==> config.mk <==
export PLATFORM = sky130hd
export DESIGN_NAME = lock_sequencer
export DESIGN_NICKNAME = d
export VERILOG_FILES = /design/src/rtl/lock_pkg.sv /design/src/rtl/lock_timer.sv /design/src/rtl/lock_sequencer.sv
export SDC_FILE = /design/constraint.sdc
export NUM_CORES = 1
export LEC_CHECK = 0
export CAP_MARGIN = 0
export CORE_ASPECT_RATIO = 0.7
export CORE_MARGIN = 8
export CORE_UTILIZATION = 60
export CTS_CLUSTER_DIAMETER = 150
export CTS_CLUSTER_SIZE = 16
export DETAILED_ROUTE_END_ITERATION = 10
export DONT_BUFFER_PORTS = 1
export PLACE_DENSITY = 0.87
export SYNTH_ARGS = -nofsm -noshare
export SYNTH_HDL_FRONTEND = slang
export SYNTH_SLANG_ARGS = --single-unit
==> constraint.sdc <==
create_clock -name clk -period 2.1 [get_ports clk]
set_input_delay 0.315 -clock clk [delete_from_list [all_inputs] [get_ports clk]]
set_output_delay 0.315 -clock clk [all_outputs]
set_load 0.02 [all_outputs]
==> src/rtl/lock_pkg.sv <==
// lock_pkg: shared definitions for the digital-lock sequencer.
//   lock_state_e : FSM state encoding, also the value presented on state_o
//   attempts_w() : width of the consecutive-failure counter for a given MAX_TRIES
//   timer_w()    : width of a down-counter able to hold the larger of two cycle counts minus one
package lock_pkg;

    localparam int unsigned STATE_W = 3;

    typedef enum logic [STATE_W-1:0] {
        ST_IDLE    = 3'd0,
        ST_ENTRY   = 3'd1,
        ST_CHECK   = 3'd2,
        ST_OPEN    = 3'd3,
        ST_FAIL    = 3'd4,
        ST_LOCKOUT = 3'd5,
        ST_PROG    = 3'd6
    } lock_state_e;

    function automatic int unsigned attempts_w(input int unsigned max_tries);
        return (max_tries < 1) ? 1 : $clog2(max_tries + 1);
    endfunction

    function automatic int unsigned timer_w(input int unsigned a, input int unsigned b);
        int unsigned m;
        m = (a > b) ? a : b;
        return (m < 2) ? 1 : $clog2(m);
    endfunction

endpackage

==> src/rtl/lock_timer.sv <==
// lock_timer: loadable down-counter shared by the OPEN and LOCKOUT hold periods.
//   clk, rstn   : clock, asynchronous active-low reset
//   load_i      : load load_val_i (takes priority over en_i)
//   load_val_i  : value loaded into the counter
//   en_i        : decrement while non-zero
//   done_o      : counter has reached zero
module lock_timer #(
    parameter int unsigned W = 4
) (
    input  logic         clk,
    input  logic         rstn,
    input  logic         load_i,
    input  logic [W-1:0] load_val_i,
    input  logic         en_i,
    output logic         done_o
);

    logic [W-1:0] count_q;

    always_ff @(posedge clk or negedge rstn) begin
        if (!rstn) begin
            count_q <= '0;
        end else if (load_i) begin
            count_q <= load_val_i;
        end else if (en_i && (count_q != '0)) begin
            count_q <= count_q - 1'b1;
        end
    end

    assign done_o = (count_q == '0);

endmodule

==> src/rtl/lock_sequencer.sv <==
// lock_sequencer: keypad entry / code comparison controller for the digital lock.
// Collects digits, checks them against the stored code, drives unlock / error /
// lockout indications and enforces a timed lockout after MAX_TRIES failures.
// Optional build macro: LOCK_SEQ_PROGRAM_EN enables code reprogramming from OPEN
// via prog_i; without it the code is the constant DEFAULT_CODE.
//   clk, rstn     : clock, asynchronous active-low reset
//   key_valid_i   : strobe, key_digit_i holds an entered digit
//   key_digit_i   : entered digit
//   enter_i       : strobe, submit the entry
//   clear_i       : strobe, discard the entry
//   prog_i        : request reprogramming (only with LOCK_SEQ_PROGRAM_EN)
//   unlocked_o    : lock open
//   err_o         : one-cycle wrong-code indication
//   lockout_o     : lockout active
//   attempts_o    : consecutive failure count
//   state_o       : current FSM state (debug)
module lock_sequencer
    import lock_pkg::*;
#(
    parameter int unsigned                  CODE_LEN       = 4,
    parameter int unsigned                  DIGIT_W        = 4,
    parameter logic [CODE_LEN*DIGIT_W-1:0]  DEFAULT_CODE   = 16'h1234,
    parameter int unsigned                  MAX_TRIES      = 3,
    parameter int unsigned                  UNLOCK_CYCLES  = 8,
    parameter int unsigned                  LOCKOUT_CYCLES = 16
) (
    input  logic                              clk,
    input  logic                              rstn,
    input  logic                              key_valid_i,
    input  logic [DIGIT_W-1:0]                key_digit_i,
    input  logic                              enter_i,
    input  logic                              clear_i,
    input  logic                              prog_i,
    output logic                              unlocked_o,
    output logic                              err_o,
    output logic                              lockout_o,
    output logic [attempts_w(MAX_TRIES)-1:0]  attempts_o,
    output logic [STATE_W-1:0]                state_o
);

    localparam int unsigned CODE_W = CODE_LEN * DIGIT_W;
    localparam int unsigned CNT_W  = $clog2(CODE_LEN + 1);
    localparam int unsigned ATT_W  = attempts_w(MAX_TRIES);
    localparam int unsigned TMR_W  = timer_w(UNLOCK_CYCLES, LOCKOUT_CYCLES);

    lock_state_e         state_q, state_d;
    logic [CODE_W-1:0]   buf_q;
    logic [CNT_W-1:0]    cnt_q;
    logic                ovr_q;
    logic [ATT_W-1:0]    attempts_q;
    logic [CODE_W-1:0]   code_q;

    logic                do_clear, do_enter, do_key;
    logic                prog_req;
    logic                full;
    logic                match;
    logic                last_try;
    logic                tmr_load, tmr_en, tmr_done;
    logic [TMR_W-1:0]    tmr_load_val;

    // Strobe priority: clear > enter > key; lower strobes in the same cycle are dropped.
    assign do_clear = clear_i;
    assign do_enter = enter_i & ~clear_i;
    assign do_key   = key_valid_i & ~enter_i & ~clear_i;

`ifdef LOCK_SEQ_PROGRAM_EN
    assign prog_req = prog_i;
`else
    logic unused_prog;
    assign unused_prog = prog_i;
    assign prog_req    = 1'b0;
`endif

    assign full     = (cnt_q == CNT_W'(CODE_LEN));
    assign match    = full && !ovr_q && (buf_q == code_q);
    assign last_try = ((attempts_q + ATT_W'(1)) == ATT_W'(MAX_TRIES));

    // The timer is loaded while in CHECK with the hold period of whichever
    // timed state follows; a mismatch that only leads to FAIL loads harmlessly.
    assign tmr_load     = (state_q == ST_CHECK);
    assign tmr_load_val = match ? TMR_W'(UNLOCK_CYCLES - 1) : TMR_W'(LOCKOUT_CYCLES - 1);
    // PROG leaves tmr_en low, freezing the unlock timer.
    assign tmr_en       = (state_q == ST_OPEN) || (state_q == ST_LOCKOUT);

    lock_timer #(
        .W (TMR_W)
    ) u_timer (
        .clk        (clk),
        .rstn       (rstn),
        .load_i     (tmr_load),
        .load_val_i (tmr_load_val),
        .en_i       (tmr_en),
        .done_o     (tmr_done)
    );

    // State register
    always_ff @(posedge clk or negedge rstn) begin
        if (!rstn) begin
            state_q <= ST_IDLE;
        end else begin
            state_q <= state_d;
        end
    end

    // Next-state logic
    always_comb begin
        state_d = state_q;
        unique case (state_q)
            ST_IDLE: begin
                if (do_enter) begin
                    state_d = ST_CHECK;
                end else if (do_key) begin
                    state_d = ST_ENTRY;
                end
            end
            ST_ENTRY: begin
                if (do_clear) begin
                    state_d = ST_IDLE;
                end else if (do_enter) begin
                    state_d = ST_CHECK;
                end
            end
            ST_CHECK: begin
                if (match) begin
                    state_d = ST_OPEN;
                end else if (last_try) begin
                    state_d = ST_LOCKOUT;
                end else begin
                    state_d = ST_FAIL;
                end
            end
            ST_FAIL: begin
                state_d = ST_IDLE;
            end
            ST_OPEN: begin
                if (prog_req) begin
                    state_d = ST_PROG;
                end else if (tmr_done) begin
                    state_d = ST_IDLE;
                end
            end
            ST_LOCKOUT: begin
                if (tmr_done) begin
                    state_d = ST_IDLE;
                end
            end
            ST_PROG: begin
                if (do_clear || do_enter) begin
                    state_d = ST_IDLE;
                end
            end
            default: begin
                state_d = ST_IDLE;
            end
        endcase
    end

    // Output decode (Moore)
    always_comb begin
        unlocked_o = (state_q == ST_OPEN) || (state_q == ST_PROG);
        err_o      = (state_q == ST_FAIL);
        lockout_o  = (state_q == ST_LOCKOUT);
        attempts_o = attempts_q;
        state_o    = state_q;
    end

    // Entry buffer, digit count, overrun flag and failure counter
    always_ff @(posedge clk or negedge rstn) begin
        if (!rstn) begin
            buf_q      <= '0;
            cnt_q      <= '0;
            ovr_q      <= 1'b0;
            attempts_q <= '0;
        end else begin
            unique case (state_q)
                ST_IDLE: begin
                    if (do_key) begin
                        buf_q <= CODE_W'(key_digit_i);
                        cnt_q <= CNT_W'(1);
                    end
                end
                ST_ENTRY, ST_PROG: begin
                    if (do_clear) begin
                        buf_q <= '0;
                        cnt_q <= '0;
                        ovr_q <= 1'b0;
                    end else if (do_enter) begin
                        // ENTRY keeps the buffer for CHECK; PROG is done with it.
                        if (state_q == ST_PROG) begin
                            buf_q <= '0;
                            cnt_q <= '0;
                            ovr_q <= 1'b0;
                        end
                    end else if (do_key) begin
                        if (full) begin
                            ovr_q <= 1'b1;
                        end else begin
                            buf_q <= (buf_q << DIGIT_W) | CODE_W'(key_digit_i);
                            cnt_q <= cnt_q + 1'b1;
                        end
                    end
                end
                ST_CHECK: begin
                    buf_q <= '0;
                    cnt_q <= '0;
                    ovr_q <= 1'b0;
                    if (match) begin
                        attempts_q <= '0;
                    end else if (attempts_q != ATT_W'(MAX_TRIES)) begin
                        attempts_q <= attempts_q + 1'b1;
                    end
                end
                ST_LOCKOUT: begin
                    if (tmr_done) begin
                        attempts_q <= '0;
                    end
                end
                default: begin
                end
            endcase
        end
    end

    // Stored code
`ifdef LOCK_SEQ_PROGRAM_EN
    always_ff @(posedge clk or negedge rstn) begin
        if (!rstn) begin
            code_q <= DEFAULT_CODE;
        end else if ((state_q == ST_PROG) && do_enter && full && !ovr_q) begin
            code_q <= buf_q;
        end
    end
`else
    assign code_q = DEFAULT_CODE;
`endif

endmodule
* Word level (Yosys, flattened, before mapping)
Cells that the tools add are included.
** Operators by class
- Reductions and logical operators :: 20
- Eq/ne operators :: 21
- Bitwise logic cells :: 6
- Div/mod/pow operators :: 0
- $lt $le $gt $ge :: 0
- Shift-type cells :: 0
- $mul :: 0
- $add $sub $neg :: 3
- Muxes and demuxes :: 35
** Operator list (count)
- $mux W16 :: 6
- $pmux W16 S3 :: 1
- $mux W3 :: 12
- $eq A16 B13 Y1 const B :: 1
- $ne A4 B4 Y1 const B :: 4
- $or A16 B4 Y16 :: 1
- $pmux W3 S5 :: 1
- $eq A3 B3 Y1 const B :: 4
- $mux W4 :: 3
- $pmux W3 S3 :: 1
- $reduce_and A4 Y1 :: 2
- $eq A3 B2 Y1 const B :: 2
- $mux W1 :: 6
- $mux W2 :: 3
- $ne A2 B2 Y1 const B :: 3
- $ne A3 B3 Y1 const B :: 2
- $reduce_bool A2 Y1 :: 3
- $reduce_and A5 Y1 :: 1
- $logic_not A4 Y1 :: 1
- $ne A2 B1 Y1 const B :: 2
- $pmux W2 S2 :: 1
- $reduce_bool A4 Y1 :: 1
- $reduce_or A2 Y1 :: 2
- $sub A4 B1 Y4 const B :: 1
- 14 further kinds :: 21
** Word-level totals
- Bits in read-only memories :: 0
- Memory bits (writable) :: 0
- Input bits :: 10
- Logic and storage cells :: 91
- Register bits after elaboration :: 29
- Memories :: 0
- Latch bits :: 0

* Depth between registers and ports, before layout
- Word-level depth :: 7
- Gate-level depth with buffers :: 8
- Gate-level depth less buffers :: 7

* By module
From an unflattened synthesis, not the netlist that was laid out.
** Second synthesis, totals
- Cells, all modules :: 186
- Area, all modules :: 1734.2 um^2
** By module, submodules not included
- lock_sequencer :: area each 1463.9 um^2, times used 1, cells an instance 159, sequential area each 625.6 um^2
- lock_timer :: area each 270.3 um^2, times used 1, cells an instance 27, sequential area each 100.1 um^2

* Worst setup path before layout
Ideal clock, no wire load.
- Kind :: flip-flop to output port
- From :: reg state_q[2] (netlist: state_o[2])
- To :: out err_o
- Data arrival time :: 1701 ps
- Path slack :: 84 ps
- Cell stages (with the launch flop) :: 4
- Path through :: dfrtp_1 -> clkbuf_1 -> clkbuf_1 -> nor3b_1
** On the way
- Cells in the longest elaborated chain, start to end :: 1
** RTL lines
- start, declared :: RTL line lock_sequencer.sv:46 : lock_state_e state_q, state_d;
- start signal, assigned :: RTL line lock_sequencer.sv:101 : state_q <= state_d;
- $eq A3 B3 Y1 :: RTL line lock_sequencer.sv:161 : err_o = (state_q == ST_FAIL);
- end, declared :: RTL line lock_sequencer.sv:35 : output logic err_o,
No other way between the ends.

* Worst setup path in the final report
- From :: reg cnt_q[0]
- To :: reg attempts_q[0] (netlist: attempts_o[0])
** On the way
- Cells in the longest elaborated chain, start to end :: 5
- Elaborated cells on any way between the ends :: 7
** RTL lines
- start, declared :: RTL line lock_sequencer.sv:48 : logic [CNT_W-1:0] cnt_q;
- start signal, assigned :: RTL line lock_sequencer.sv:199 : cnt_q <= cnt_q + 1'b1;
- $eq A3 B3 Y1 * :: RTL line lock_sequencer.sv:74 : assign full = (cnt_q == CNT_W'(CODE_LEN));
- $logic_and A1 B1 Y1 * (2 in series) :: RTL line lock_sequencer.sv:75 : assign match = full && !ovr_q && (buf_q == code_q);
- $ne A3 B2 Y1 (no line) / $mux W2 (equally long branches)
- $reduce_and A3 Y1 (no line) / $pmux W2 S2 (equally long branches)
- end signal, assigned :: RTL line lock_sequencer.sv:210 : attempts_q <= attempts_q + 1'b1;
- end, declared :: RTL line lock_sequencer.sv:50 : logic [ATT_W-1:0] attempts_q;
Every way passes the cells marked *; elsewhere a longest branch is shown, timed or not.
A chain may end at the register's enable or synchronous reset.

==> metrics.txt <==
status=complete, no violations; DP HPWL=2.81 mm; Worst setup EP type=register; syn nets=194; placed cells=216; Initial Util=62.0%; Synth Instances=between 150 and 200; power density over cell area=1250 nW/um^2; Worst-path clk slew=roughly 0.060 ns; total track usage=17.3%; core footprint=2760 um^2; metal2 WL=1.69 mm; first-pass GRT wire length=6.43 mm; Post-CTS Setup Repair Bufs=0; post-layout utilization of the core=69.2%; root buf cell=clkbuf_8; starting DRC count in detailed routing=95; Fillers=211; CTS tree=built; layout cell share with drive strength beyond 1=between 10% and 20%; CP max-delay cell=or4_1; CP Cell Sequence=inv_1 > ha_1 > nand2_1 > or4_1 > nor3_1 > a21oi_1 > a31o_2; initial antenna violation count=0; Pwr Total=2.39 mW; nets@finish=204; f_max=just over 0.5 GHz; TNS Setup=0 ns; Routed WL=3.81 mm; Hold Fails Final Rpt=0; post-route clock period utilization=92.8%; CTS sink count=29; critical path class=reg -> reg; worst vdd ir=roughly 0.86 mV; pre-CTS setup slack=around 0.066 ns; top cells by area, synth=dfrtp_1, a22o_1, ha_1; largest net degree at the start of global routing=30; Post-synth EDFFs=0; met3 wire length=343 um; top-count cell post-synth=dfrtp_1; metal1 wirelength=1.73 mm; maxcap violations=0; Worst EP required=2.27 ns; max layer used=met4; Yosys reg bits=29; post-synthesis sequential area ratio=42.4%; minimum clock period=slightly below 2 ns; Syn Area/Cell=around 9.6 um^2; CP max stage delay=about 0.5 ns; H-tree Lvls=2; setup violators final=0; fin cells=~230; clock skew=0.00200 ns; Hold Path Class=in -> reg; fin. max-slew vios=0; remaining antenna violation count after routing=0; total grt overflow=0; library cells used by synthesis=48; area leader, netlist=dfrtp_1; top cell type's share of synthesized area=42.4%; synth cell count leaders=dfrtp_1, nand2_1, a22o_1, inv_1, nor2_1; RSZ-0062 raised after global routing=false; Die ar.=4850 um^2; Warnings, synthesis=0; CP Max Fanout=3; Worst-Margin Slew=0.551 ns; CP Launch Type=register; # rows=16; number of diodes=0; Lkg Pwr=0.877 nW; TritonCTS Buffers=5; Skew-Pair Late Insertion Delay=0.28 ns; first drt pass iteration count=4; Max Buffers Root-to-Sink=2; GP Congestion=0.830; vias in the first global route=1370; Die X=~80 um; mapped cell area=~1700 um^2; asr flop ratio synth=100%; Vias/cell=6.33; top_reg_cell synth=dfrtp_1; Area Overhead vs Synth=11.6%; Chip Height=60.7 um; Port Buf Inserts=0; num ports=18; DR WL/cell=approximately 17 um; drc violations=0; arrival time at the worst endpoint=2.12 ns; via count=roughly 1400; Relative slew margins=approximately 63%; Setup WS post-layout=0.151 ns
registers in the layout, summed over array words and instances (netlist names):
name / count
cnt_q: 3
buf_q: 16
state_o: 3
attempts_o: 2
u_timer.count_q: 4
ovr_q: 1
layer usage:
metal / vias up / GRT usage [%]
met5: - / 0
met4: 0 / 7.99
met3: 4 / 5.62
met2: 60 / 26.0
met1: 694 / 22.3
li1: 667 / -
placed cells by master, fill, tap and decap left out, types with 3 or more instances in the layout:
| master | count |
|---|---|
| a31oi_1 | 5 |
| nor3_1 | 3 |
| o21ai_0 | 8 |
| nand3_1 | 6 |
| buf_4 | 10 |
| inv_1 | 11 |
| mux2i_1 | 5 |
| dfrtp_1 | 29 |
| nand2b_1 | 4 |
| nand2_1 | 13 |
| clkbuf_8 | 6 |
| a21oi_1 | 8 |
| or2_2 | 3 |
| nor2_1 | 9 |
| nor2b_1 | 6 |
| nor3b_1 | 3 |
| ha_1 | 5 |
| and2_1 | 3 |
| a22o_1 | 11 |
| or3_1 | 3 |
| or4_1 | 3 |
where the power goes:
part           total [mW]  switching, mW  internal [mW]
sequential          0.846          0.153          0.693
clock               0.457          0.198          0.259
combinational        1.09          0.644          0.445
final timing paths:
path	end	slack, ns	from	depth (start not counted)
setup / recovery	attempts_o[0]	0.15	cnt_q[0]	7
max in group asynchronous	cnt_q[2]	1.46	rstn	2
hold reg to reg	buf_q[6]	0.50	buf_q[2]	1
hold / removal	buf_q[1]	0.16	key_digit_i[1]	2
setup reg to reg	attempts_o[0]	0.15	cnt_q[0]	7
min in group asynchronous	u_timer.count_q[0]	0.48	rstn	2
worst max-delay path: cells and delay by family, from the launching register on:
kind / cells / cell delay [ns]
and+or+nand+nor: 3 / 0.87
DFF: 1 / 0.40
AOI/OAI and AO/OA: 2 / 0.29
adders and majority gates: 1 / 0.19
buffers and inverters: 1 / 0.09
cell families after synthesis:
family          Yosys count  synth area share [%]
fa+ha+maj                 5                  3.65
xor+xnor                  2                  1.02
mux                       6                  3.58
compound gates           51                  22.1
flops                    29                  42.4
buf+inv                  20                  4.75
simple gates             66                  22.5
through the flow:
| stage | hold WS [ns] | area, um^2 |
|---|---|---|
| 3_5_place_dp | 0.0200 | 1790 |
| 6_report | 0.164 | 1910 |
| 3_3_place_gp | 0.0201 | 1790 |
| 4_1_cts | 0.158 | 1910 |
| 5_1_grt | 0.181 | 1910 |
| 2_1_floorplan | 0.0194 | 1710 |
final cells by class:
cell class | instances | area [um^2] | area share, %
multi-input cells | 130 | 908 | 47.5
flip-flops and latches | 29 | 726 | 38.0
repair buffers | 12 | 105 | 5.50
clock buffers | 7 | 86.3 | 4.52
well taps | 36 | 45.0 | 2.36
inverters | 11 | 41.3 | 2.16
repair_timing:
action	in CTS	in global routing
gates resized for setup	0	1
hold endpoints to repair	29	0
hold buffers	2	0
setup endpoints to repair	0	13
No activity file was read; power rests on OpenSTA's default activity.
